<file path="src/rtl/multicycle_seq_pkg.sv">
// Shared encodings for the multi-cycle sequencer: FSM states, decode classes,
// RV32 opcodes and branch funct3 values.
package multicycle_seq_pkg;

  typedef enum logic [2:0] {
    ST_FETCH  = 3'd0,
    ST_DECODE = 3'd1,
    ST_EXEC   = 3'd2,
    ST_MEM    = 3'd3,
    ST_WB     = 3'd4,
    ST_TRAP   = 3'd5
  } state_e;

  typedef enum logic [2:0] {
    CL_ALU,
    CL_LOAD,
    CL_STORE,
    CL_BRANCH,
    CL_JUMP,
    CL_ILLEGAL
  } class_e;

  localparam logic [6:0] OP_R      = 7'b0110011;
  localparam logic [6:0] OP_IALU   = 7'b0010011;
  localparam logic [6:0] OP_LUI    = 7'b0110111;
  localparam logic [6:0] OP_AUIPC  = 7'b0010111;
  localparam logic [6:0] OP_LOAD   = 7'b0000011;
  localparam logic [6:0] OP_STORE  = 7'b0100011;
  localparam logic [6:0] OP_BRANCH = 7'b1100011;
  localparam logic [6:0] OP_JAL    = 7'b1101111;
  localparam logic [6:0] OP_JALR   = 7'b1100111;

  localparam logic [2:0] F3_BEQ  = 3'b000;
  localparam logic [2:0] F3_BNE  = 3'b001;
  localparam logic [2:0] F3_BLT  = 3'b100;
  localparam logic [2:0] F3_BGE  = 3'b101;
  localparam logic [2:0] F3_BLTU = 3'b110;
  localparam logic [2:0] F3_BGEU = 3'b111;

  function automatic class_e decode_class(input logic [6:0] op);
    case (op)
      OP_R, OP_IALU, OP_LUI, OP_AUIPC: return CL_ALU;
      OP_LOAD:                         return CL_LOAD;
      OP_STORE:                        return CL_STORE;
      OP_BRANCH:                       return CL_BRANCH;
      OP_JAL, OP_JALR:                 return CL_JUMP;
      default:                         return CL_ILLEGAL;
    endcase
  endfunction

endpackage

</file>
<file path="src/rtl/multicycle_seq_if.sv">
// Unified memory port handshake shared by instruction fetch and load/store.
interface multicycle_seq_if;
  logic mem_req;
  logic mem_we;
  logic IorD;
  logic mem_ready;

  modport master (output mem_req, output mem_we, output IorD, input mem_ready);
  modport slave  (input mem_req, input mem_we, input IorD, output mem_ready);
endinterface

</file>
<file path="src/rtl/multicycle_seq_branch_resolve.sv">
// Branch condition from funct3 and the datapath comparator; purely combinational.
module branch_resolve
  import multicycle_seq_pkg::*;
(
  input  logic [2:0] funct3,
  input  logic       BrEq,
  input  logic       BrLT,
  output logic       taken,
  output logic       illegal
);

  always_comb begin
    taken   = 1'b0;
    illegal = 1'b0;
    case (funct3)
      F3_BEQ:           taken = BrEq;
      F3_BNE:           taken = !BrEq;
      F3_BLT, F3_BLTU:  taken = BrLT;
      F3_BGE, F3_BGEU:  taken = !BrLT;
      default:          illegal = 1'b1;
    endcase
  end

endmodule

</file>
<file path="src/rtl/multicycle_seq.sv">
// Multi-cycle FETCH/DECODE/EXEC/MEM/WB sequencer sharing one memory port.
// Optional perf counters (cycle_cnt, instret_cnt) under `MULTICYCLE_PERF_EN.
module multicycle_seq
  import multicycle_seq_pkg::*;
#(
  parameter int MEM_TIMEOUT = 15,
  parameter int TO_W        = 8
) (
  input  logic              clk,
  input  logic              rst,
  input  logic [6:0]        opcode,
  input  logic [2:0]        funct3,
  input  logic              BrEq,
  input  logic              BrLT,
  multicycle_seq_if.master  mem,
  output logic              ir_we,
  output logic              pc_we,
  output logic              PCSel,
  output logic              RegWEn,
  output logic [2:0]        state,
  output logic              trap
`ifdef MULTICYCLE_PERF_EN
  ,
  output logic [31:0]       cycle_cnt,
  output logic [31:0]       instret_cnt
`endif
);

  state_e          state_q, state_d;
  class_e          cls_q, cls_d;
  logic [TO_W-1:0] to_q, to_d;
  logic            br_taken, br_illegal;
  logic            mem_phase, to_hit, live;

  branch_resolve u_br (
    .funct3  (funct3),
    .BrEq    (BrEq),
    .BrLT    (BrLT),
    .taken   (br_taken),
    .illegal (br_illegal)
  );

  assign mem_phase = (state_q == ST_FETCH) || (state_q == ST_MEM);
  assign to_hit    = (to_q == TO_W'(MEM_TIMEOUT));

  always_comb begin
    state_d = state_q;
    cls_d   = cls_q;
    to_d    = to_q;
    case (state_q)
      ST_FETCH: begin
        if (mem.mem_ready) state_d = ST_DECODE;
        else if (to_hit)   state_d = ST_TRAP;
      end
      ST_DECODE: begin
        cls_d   = decode_class(opcode);
        state_d = (cls_d == CL_ILLEGAL) ? ST_TRAP : ST_EXEC;
      end
      ST_EXEC: begin
        case (cls_q)
          CL_LOAD, CL_STORE: state_d = ST_MEM;
          CL_BRANCH:         state_d = br_illegal ? ST_TRAP : ST_FETCH;
          default:           state_d = ST_WB;
        endcase
      end
      ST_MEM: begin
        if (mem.mem_ready) state_d = (cls_q == CL_LOAD) ? ST_WB : ST_FETCH;
        else if (to_hit)   state_d = ST_TRAP;
      end
      ST_WB:   state_d = ST_FETCH;
      ST_TRAP: state_d = ST_TRAP;
      default: state_d = ST_TRAP;
    endcase
    // Counter measures only the current wait; any transition restarts it.
    if (state_d != state_q)                to_d = '0;
    else if (mem_phase && !mem.mem_ready)  to_d = to_q + TO_W'(1);
  end

  always_ff @(posedge clk) begin
    if (rst) begin
      state_q <= ST_FETCH;
      cls_q   <= CL_ALU;
      to_q    <= '0;
    end else begin
      state_q <= state_d;
      cls_q   <= cls_d;
      to_q    <= to_d;
    end
  end

  // Outputs decode registered state; rst masks them so a reset cycle can
  // never complete a store, write the register file or step the PC.
  assign live     = !rst;
  assign mem.mem_req = live && mem_phase;
  assign mem.IorD    = live && (state_q == ST_MEM);
  assign mem.mem_we  = live && (state_q == ST_MEM) && (cls_q == CL_STORE);
  assign ir_we    = live && (state_q == ST_FETCH) && mem.mem_ready;
  assign RegWEn   = live && (state_q == ST_WB);
  assign trap     = live && (state_q == ST_TRAP);
  assign state    = state_q;

  always_comb begin
    pc_we = 1'b0;
    PCSel = 1'b0;
    if (live) begin
      case (state_q)
        ST_EXEC: begin
          if (cls_q == CL_BRANCH && !br_illegal) begin
            pc_we = 1'b1;
            PCSel = br_taken;
          end
        end
        ST_MEM: pc_we = (cls_q == CL_STORE) && mem.mem_ready;
        ST_WB: begin
          pc_we = 1'b1;
          PCSel = (cls_q == CL_JUMP);
        end
        default: ;
      endcase
    end
  end

`ifdef MULTICYCLE_PERF_EN
  logic [31:0] cyc_q, ins_q;

  always_ff @(posedge clk) begin
    if (rst) begin
      cyc_q <= '0;
      ins_q <= '0;
    end else begin
      if (state_q != ST_TRAP) cyc_q <= cyc_q + 32'd1;
      if (pc_we)              ins_q <= ins_q + 32'd1;
    end
  end

  assign cycle_cnt   = cyc_q;
  assign instret_cnt = ins_q;
`endif

endmodule

</file>
<file path="src/flat_wrapper.sv">
// flat-port wrapper written by rule: the top's interface ports become plain ports
module multicycle_seq_flat import multicycle_seq_pkg::*;
#(
  parameter int MEM_TIMEOUT = 15,
  parameter int TO_W        = 8
)
  (clk, rst, opcode, funct3, BrEq, BrLT, ir_we, pc_we, PCSel, RegWEn, state, trap, mem_mem_req, mem_mem_we, mem_IorD, mem_mem_ready);
  multicycle_seq_if mem_i ();
  input  logic clk;
  input  logic rst;
  input  logic [6:0] opcode;
  input  logic [2:0] funct3;
  input  logic BrEq;
  input  logic BrLT;
  output logic ir_we;
  output logic pc_we;
  output logic PCSel;
  output logic RegWEn;
  output logic [2:0] state;
  output logic trap;
  output wire logic [$bits(mem_i.mem_req)-1:0] mem_mem_req;
  output wire logic [$bits(mem_i.mem_we)-1:0] mem_mem_we;
  output wire logic [$bits(mem_i.IorD)-1:0] mem_IorD;
  input wire logic [$bits(mem_i.mem_ready)-1:0] mem_mem_ready;
  assign mem_mem_req = mem_i.mem_req;
  assign mem_mem_we = mem_i.mem_we;
  assign mem_IorD = mem_i.IorD;
  assign mem_i.mem_ready = mem_mem_ready;
  multicycle_seq #(.MEM_TIMEOUT(MEM_TIMEOUT), .TO_W(TO_W)) u_core (.clk(clk), .rst(rst), .opcode(opcode), .funct3(funct3), .BrEq(BrEq), .BrLT(BrLT), .mem(mem_i), .ir_we(ir_we), .pc_we(pc_we), .PCSel(PCSel), .RegWEn(RegWEn), .state(state), .trap(trap));
endmodule
</file>
<file path="config.mk">
export PLATFORM = sky130hd
export DESIGN_NAME = multicycle_seq_flat
export DESIGN_NICKNAME = d
export VERILOG_FILES = /design/src/rtl/multicycle_seq_pkg.sv /design/src/rtl/multicycle_seq_if.sv /design/src/rtl/multicycle_seq_branch_resolve.sv /design/src/rtl/multicycle_seq.sv /design/src/flat_wrapper.sv
export SDC_FILE = /design/constraint.sdc
export NUM_CORES = 1
export LEC_CHECK = 0
export CAP_MARGIN = 5
export CORE_ASPECT_RATIO = 1.4
export CORE_MARGIN = 4
export CORE_UTILIZATION = 30
export DETAILED_ROUTE_END_ITERATION = 8
export GPL_TIMING_DRIVEN = 1
export PLACE_DENSITY = 0.54
export SYNTH_ARGS = -nofsm -noshare
export SYNTH_HDL_FRONTEND = slang
export SYNTH_SLANG_ARGS = --single-unit
</file>
<file path="constraint.sdc">
create_clock -name clk -period 2.3 [get_ports clk]
set_input_delay 0.46 -clock clk [delete_from_list [all_inputs] [get_ports clk]]
set_output_delay 0.46 -clock clk [all_outputs]
set_load 0.01 [all_outputs]
</file>
# == After elaboration in Yosys (flattened, before gate mapping) ==
# Index checks and enable logic that the tools add are counted.
# word_totals
ff_bits,14
# op_classes
n_mux,17
reduce_logical,24
eq_ne,26
n_addsub,1
# op_table
operator,count
$pmux W3 S5,2
$eq A3 B3 Y1 const B,8
$eq A7 B6 Y1 const B,3
$eq A7 B7 Y1 const B,3
$mux W3,7
$eq A7 B5 Y1 const B,2
$eq A3 B2 Y1 const B,4
$logic_and A1 B1 Y1,10
$reduce_or A2 Y1,5
$eq A3 B1 Y1 const B,3
$add A8 B1 Y8 const B,1
$eq A8 B4 Y1 const B,1
$eq A7 B2 Y1 const B,1
$logic_not A3 Y1,2
$pmux W3 S2,1
$reduce_or A6 Y1,1
$logic_not A1 Y1,4
$mux W1,4
$pmux W1 S4,1
$reduce_or A4 Y1,1
$ne A3 B3 Y1,1
$pmux W1 S3,1
$pmux W1 S2,1
$logic_or A1 B1 Y1,1

# == Logic depth before layout (Yosys ltp) ==
# Gate-level depths: netlist of run 1.
# depth
ltp_word,9
depth_mapped,6
depth_no_buf,6

# == By module ==
# Synthesis of run 1 repeated with hierarchy kept, for this count alone.
# unflattened
hier_cells,130
area_unflattened_um2,1154.9
# modules_own_cells
module,seq_area_each_um2,cells_per_inst,n_inst,area_each_um2
multicycle_seq,280.3,125,1,1118.6
branch_resolve,0.0,5,1,36.3

# == Worst setup path before layout of run 1 ==
# OpenSTA, ideal clock, no wires.
# synth_timing
path_kind,register -> output
from,"reg u_core.state_q[1], in the netlist u_core.state[1]"
to,out pc_we
t_arrival_ns,1.425
path_slack_ns,0.415
stages_incl_launch_ff,5
cell_sequence,dfxtp_1 > buf_4 > nand2b_1 > or4_1 > a31oi_1
# synth_via
elab_chain_cells,3
word_cells_on_any_way,5
cone_classes,eq/ne (3); mux (2)
# synth_lines
item,line,text
from (decl),multicycle_seq.sv:29,"state_e state_q, state_d;"
from (signal assigned),multicycle_seq.sv:85,state_q <= state_d;
$eq A3 B3 Y1 or $eq A3 B2 Y1 (tied branches),multicycle_seq.sv:106,case (state_q)
$pmux W1 S3 (*),multicycle_seq.sv:106,
$mux W1 (*),multicycle_seq.sv:105,if (live) begin
to (decl),flat_wrapper.sv:16,output logic pc_we;
# Mark *: on every way between the ends. The rest lies on a longest branch, timed or not.

# == Worst setup path after layout of run 1 ==
# layout_timing
from,in rst
to,out RegWEn
# layout_via
elab_chain_cells,2
# layout_lines
item,line,text
from (decl),flat_wrapper.sv:10,input logic rst;
$logic_not A1 Y1,multicycle_seq.sv:93,assign live = !rst;
$logic_and A1 B1 Y1,multicycle_seq.sv:98,assign RegWEn = live && (state_q == ST_WB);
to (decl),flat_wrapper.sv:18,output logic RegWEn;
# No other way between the ends.

==> impl_metrics.tcl, run 1 <==
set metrics [dict create \
    status "complete, no violations" \
    max_freq_ghz 0.453 \
    routedWlPerCell_um 14.4 \
    post_cts_buffers 0 \
    overflow 0 \
    power_w 0.000774 \
    via_count 1130 \
    pin_count 26 \
    placed_cells 204 \
    hold_depth 2 \
    antenna_found_initial 0 \
    drv_cap 0 \
    cp_data_required_time_ns 1.84 \
    synth_edf_count 0 \
    die-height_um 76.2 \
    die_w_um 56.7 \
    die-area_um2 4320 \
    synth_ff_type "dfxtp_1" \
    route.met2.wl_um 1610 \
    slew_headroom_pct 66.7 \
    synth_seq_area_share_pct 28.1 \
    top_layer_used "met4" \
    dp_hpwl_um 2320 \
    synth_area_per_cell_um2 8.04 \
    n_antenna_cell 0 \
    std_cell_rows 24 \
    crit_path_end_kind "primary output" \
    worst_pin_slew_ns 0.497 \
    area_delta_synth_final_pct 48.6 \
    cts_hold_buf 0 \
    m1WireLength_um 1210 \
    synthesis.area_um2 997 \
    wl_met3_um 113 \
    syn_inst 124 \
    regToRegEndpoint "u_core.to_q[0]" \
    r2r_setup_slack_ns 0.26 \
    start_kind "input port" \
    place_congestion 0.809 \
    synthArstFlopShare_pct 0 \
    port-buffer-count 25 \
    post_dp_cell_area_um2 1420 \
    fin_crit_sh_pct 96.0 \
    rr_worst_depth 6 \
    grt_pass1_wl_um 5010 \
    nNetsFinal 186 \
    grt_pass1_vias 1147 \
    final_hold_viol_count 0 \
    viasPerCell 5.43 \
    synth.net_count 140 \
    clock_sinks 14 \
    grt_max_degree 13 \
    h-tree-depth 1 \
    ant_nets 0 \
    drc 0 \
    drv_slew 0 \
    drt_iter0_drc 34 \
    tritoncts "yes" \
    min_period_ns 2.21 \
    finalSetupViolCount 0 \
    p_per_area_nw_per_um2 522 \
    stdcell_area_um2 1480 \
    worstSetupEndpoint "RegWEn" \
    rsz0062_at_grt "no" \
    clock_latency_ns 0.25 \
    synth_warnings 0 \
    clock_path_buffers 2 \
    worstPathArrival_ns 1.75 \
    ir_drop_uv 293 \
    reg2reg_from "u_core.state[0]" \
    final_core_util_pct 47.0 \
    initial_core_util_pct 31.6 \
    routed_wl_um 2990 \
    coreArea_um2 3150 \
    first_pass_iters 4 \
    skew_ns 0.00151 \
    cp_max_fo 12 \
    ys_ff_latch 14 \
    clkTransAtPathRegs_ns 0.06 \
    path_class "in -> out" \
    fin_cells 208 \
    drive_above_1_share_pct 20.1 \
    synthDistinctLibCells 43 \
    min_path_type "reg -> reg" \
    leakagePower_nw 0.603 \
    cts-root-buf "clkbuf_8" \
    cts_inserted_buffers 3 \
    critPathLaunch "rst" \
    grt_use_total_pct 14.0 \
]
==> sequential cells by signal, indices dropped and copies added, names as in the netlist <==
name / flops
u_core.state: 3
u_core.cls_q: 3
u_core.to_q: 8
==> cell usage after synthesis (2+ instances only) <==
library cell	count	share of area, %
and3_1	4	2.5
nor4b_1	2	1.8
nand4_1	4	2.5
nor2_1	14	5.3
o21ai_0	3	1.5
mux2i_1	2	2.0
nand2_1	10	3.8
xor2_1	8	7.0
o21bai_1	2	1.5
inv_1	3	1.1
nor3b_1	4	3.0
a41oi_1	4	3.5
nand2b_1	4	2.5
nor3_1	9	4.5
a31oi_1	2	1.3
nor2b_1	4	2.5
a21oi_1	4	2.0
dfxtp_1	14	28
nor4_1	3	1.9
==> final cells by class <==
cell class | instances | area, µm²
repair buffers | 45 | 388
flip-flops and latches | 14 | 280
fillers | 324 | 1670
multi-input cells | 103 | 698
clock buffers | 4 | 55.1
well taps | 39 | 48.8
inverters | 3 | 11.3
==> kinds of logic (layout without fill, tap and decap cells) <==
logic type,count (synthesis),after routing,synth area share (%)
xor+xnor,9,9,7.91
compound gates,25,25,19.8
mux,2,2,2.01
flops,14,14,28.1
simple gates,66,66,37.1
fa+ha+maj,1,1,1.25
buf+inv,7,52,3.76
==> where the power goes <==
group | internal (W) | switching, W | leakage, nW
sequential | 0.000259 | 0.0000198 | 0.114
clock | 0.000152 | 0.0000904 | 0.0288
combinational | 0.000130 | 0.000123 | 0.461
total | 0.000541 | 0.000233 | 0.603
==> timing repair <==
action | CTS | global route
gates cloned | 0 | 0
endpoints found under the setup margin | 7 | 2
pin swaps | 1 | 0
gates resized for setup | 11 | 3
==> metrics by stage <==
stage                     TNS, ns  hold slack [ns]  worst slack [ns]
after floorplan                 0            0.509             0.415
after global placement      -1.30            0.525            -0.282
after detailed placement    -1.71            0.548            -0.291
after CTS                       0            0.558           0.00356
after global routing            0            0.589           0.00610
final                           0            0.555            0.0930
==> how the worst min path moves through the flow <==
stage                      to           start  slack (ns)
5_1_grt        u_core.to_q[1]  u_core.to_q[1]        0.59
3_5_place_dp   u_core.to_q[1]  u_core.to_q[1]        0.55
4_1_cts        u_core.to_q[1]  u_core.to_q[1]        0.56
3_3_place_gp   u_core.to_q[1]  u_core.to_q[1]        0.52
6_report       u_core.to_q[1]  u_core.to_q[1]        0.55
2_1_floorplan  u_core.to_q[1]  u_core.to_q[1]        0.51
==> critical path, cell delays in order <==
cell             delay (ns)
clkdlybuf4s50_1        0.44
buf_4                  0.20
nor2_1                 0.11
clkdlybuf4s50_1        0.54
==> layout by cell type, fill, tap and decap left out, types with 2 or more instances in the layout <==
cell type	Yosys	layout
dfxtp_1	14	14
a31oi_1	2	2
a41oi_1	4	4
nand2b_1	4	4
nor2b_1	4	4
buf_4	1	20
inv_1	3	3
a21oi_1	4	4
nor4b_2	0	2
and3_1	4	4
o21bai_1	2	2
nor2_1	14	14
xor2_1	8	8
nor3b_1	4	4
nor3_1	9	9
o21ai_0	3	3
clkdlybuf4s50_1	0	17
clkbuf_8	0	4
dlygate4sd2_1	0	6
nand4_1	4	4
mux2i_1	2	2
nand2_1	10	10
nor4_1	3	3
==> per-layer routing <==
metal / up-vias / GRT usage [%]
met2: 31 / 25.9
li1: 561 / -
met3: 6 / 1.86
met4: 0 / 7.13
met5: - / 0
met1: 532 / 15.0
(Power assumes the default switching activity.)
==> run 2, diff against run 1 <==
--- a/config.mk
+++ b/config.mk
@@ -12,6 +12,8 @@
 export DETAILED_ROUTE_END_ITERATION = 8
 export GPL_TIMING_DRIVEN = 1
 export PLACE_DENSITY = 0.54
+export REMOVE_ABC_BUFFERS = 1
+export SLEW_MARGIN = 20
 export SYNTH_ARGS = -nofsm -noshare
 export SYNTH_HDL_FRONTEND = slang
 export SYNTH_SLANG_ARGS = --single-unit
==> impl_metrics.tcl, run 2 (synthesized netlist as in run 1, its figures left out) <==
set metrics [dict create \
    drv_slew 0 \
    dp_hpwl_um 2260 \
    overflow 0 \
    min_path_type "reg -> reg" \
    drive_above_1_share_pct 19.6 \
    cts_hold_buf 0 \
    std_cell_rows 24 \
    routedWlPerCell_um 13.9 \
    die-area_um2 4320 \
    tritoncts "yes" \
    port-buffer-count 25 \
    finalSetupViolCount 0 \
    drv_cap 0 \
    hold_depth 2 \
    final_common_cell "buf_4" \
    routed_wl_um 2880 \
    viasPerCell 5.38 \
    drt_iter0_drc 29 \
    via_count 1113 \
    tns_ns 0 \
    p_per_area_nw_per_um2 499 \
    first_pass_iters 5 \
    cts-root-buf "clkbuf_8" \
    max_freq_ghz 0.445 \
    antenna_found_initial 0 \
    status "complete, no violations" \
    hold_slack_ns 0.565 \
    start_kind "input port" \
    clock_latency_ns 0.25 \
    min_period_ns 2.25 \
    final_hold_viol_count 0 \
    layout.cells.most_common_list "20 x buf_4, 16 x clkdlybuf4s50_1, 14 x nor2_1, 14 x dfxtp_1, 10 x nand2_1" \
    pin_count 26 \
    worstHoldStart "u_core.to_q[7]" \
    largest_register_ffs 8 \
    clock_sinks 14 \
    grt_pass1_wl_um 5020 \
    crit_path_end_kind "primary output" \
    drc 0 \
    nNetsFinal 186 \
    slew_headroom_pct 66.2 \
    cp_data_required_time_ns 1.84 \
    path_class "in -> out" \
    clkTransAtPathRegs_ns 0.06 \
    grt_max_degree 13 \
    worstPathArrival_ns 1.79 \
    worst_pin_slew_ns 0.494 \
    rr_worst_depth 6 \
    grt_use_total_pct 14.1 \
    clock_path_buffers 2 \
    critPathLaunch "mem_mem_ready" \
    cp_max_fo 3 \
    leakagePower_nw 0.621 \
    cts_inserted_buffers 3 \
    die_w_um 56.7 \
    reg2reg_from "u_core.state[0]" \
    coreArea_um2 3150 \
    ant_nets 0 \
    top_register "u_core.to_q" \
    post_cts_buffers 0 \
    place_congestion 0.817 \
    n_antenna_cell 0 \
    rsz0062_at_grt "no" \
    skew_ns 0.00134 \
    h-tree-depth 1 \
    grt_pass1_vias 1088 \
    die-height_um 76.2 \
    area_delta_synth_final_pct 48.3 \
    ir_drop_uv 384 \
    fillers 315 \
    fin_crit_sh_pct 97.7 \
    initial_core_util_pct 31.6 \
]
[run 2: metrics by stage]
step                      total power (W)  setup WS, ns  std cells  util [%]  area (µm²)
after global placement           0.000534        -0.310        204      45.0        1420
after detailed placement         0.000537        -0.345        204      45.0        1420
final                            0.000738        0.0523        207      46.9        1480
after CTS                        0.000746        0.0305        207      46.6        1470
after floorplan                  0.000406         0.237        120         -         971
after global routing             0.000789       0.00822        207      46.9        1480
[run 2: report_power, final]
group | internal [W] | switching, W
logic | 0.000131 | 0.000123
clock network | 0.000116 | 0.0000885
registers | 0.000259 | 0.0000204
total | 0.000506 | 0.000232
[run 2: critical path, cell delays in order]
cell	delay, ns
clkdlybuf4s50_1	0.52
nand2_1	0.08
or4_1	0.42
a31oi_1	0.16
buf_2	0.15
[run 2: path summary, 6_finish.rpt]
kind | endpoint | slack (ns)
hold / removal | u_core.to_q[7] | 0.57
hold reg to reg | u_core.to_q[7] | 0.57
setup / recovery | pc_we | 0.05
setup reg to reg | u_core.to_q[5] | 0.30
[run 2: cell type report]
class | instances | area [µm²] | share of cell area (%)
Timing Repair Buffer | 45 | 390 | 26.4
Clock buffer | 3 | 41.3 | 2.79
Inverter | 3 | 11.3 | 0.761
Multi-Input combinational cell | 103 | 707 | 47.8
Tap cell | 39 | 48.8 | 3.30
Sequential cell | 14 | 280 | 19.0
[run 2: per-layer routing]
layer | GRT usage [%] | up-vias | share of wire [%]
met5 | 0 | - | 0
met3 | 2.37 | 4 | 3.8
met2 | 24.8 | 26 | 54
met1 | 16.6 | 524 | 40
met4 | 5.23 | 0 | 1.3
li1 | - | 559 | -
[run 2: what timing repair did]
item	4_1_cts	5_1_grt
hold endpoints to repair	0	0
gates resized for setup	14	4
pin swaps	1	1
cloned	0	0
setup endpoints to repair	7	2
==> run 3, diff against run 2 <==
--- a/config.mk
+++ b/config.mk
@@ -17,3 +17,4 @@
 export SYNTH_ARGS = -nofsm -noshare
 export SYNTH_HDL_FRONTEND = slang
 export SYNTH_SLANG_ARGS = --single-unit
+export TNS_END_PERCENT = 100
==> results of run 3 <==
No change in the layout: final DEF, timing and power equal those of run 2.
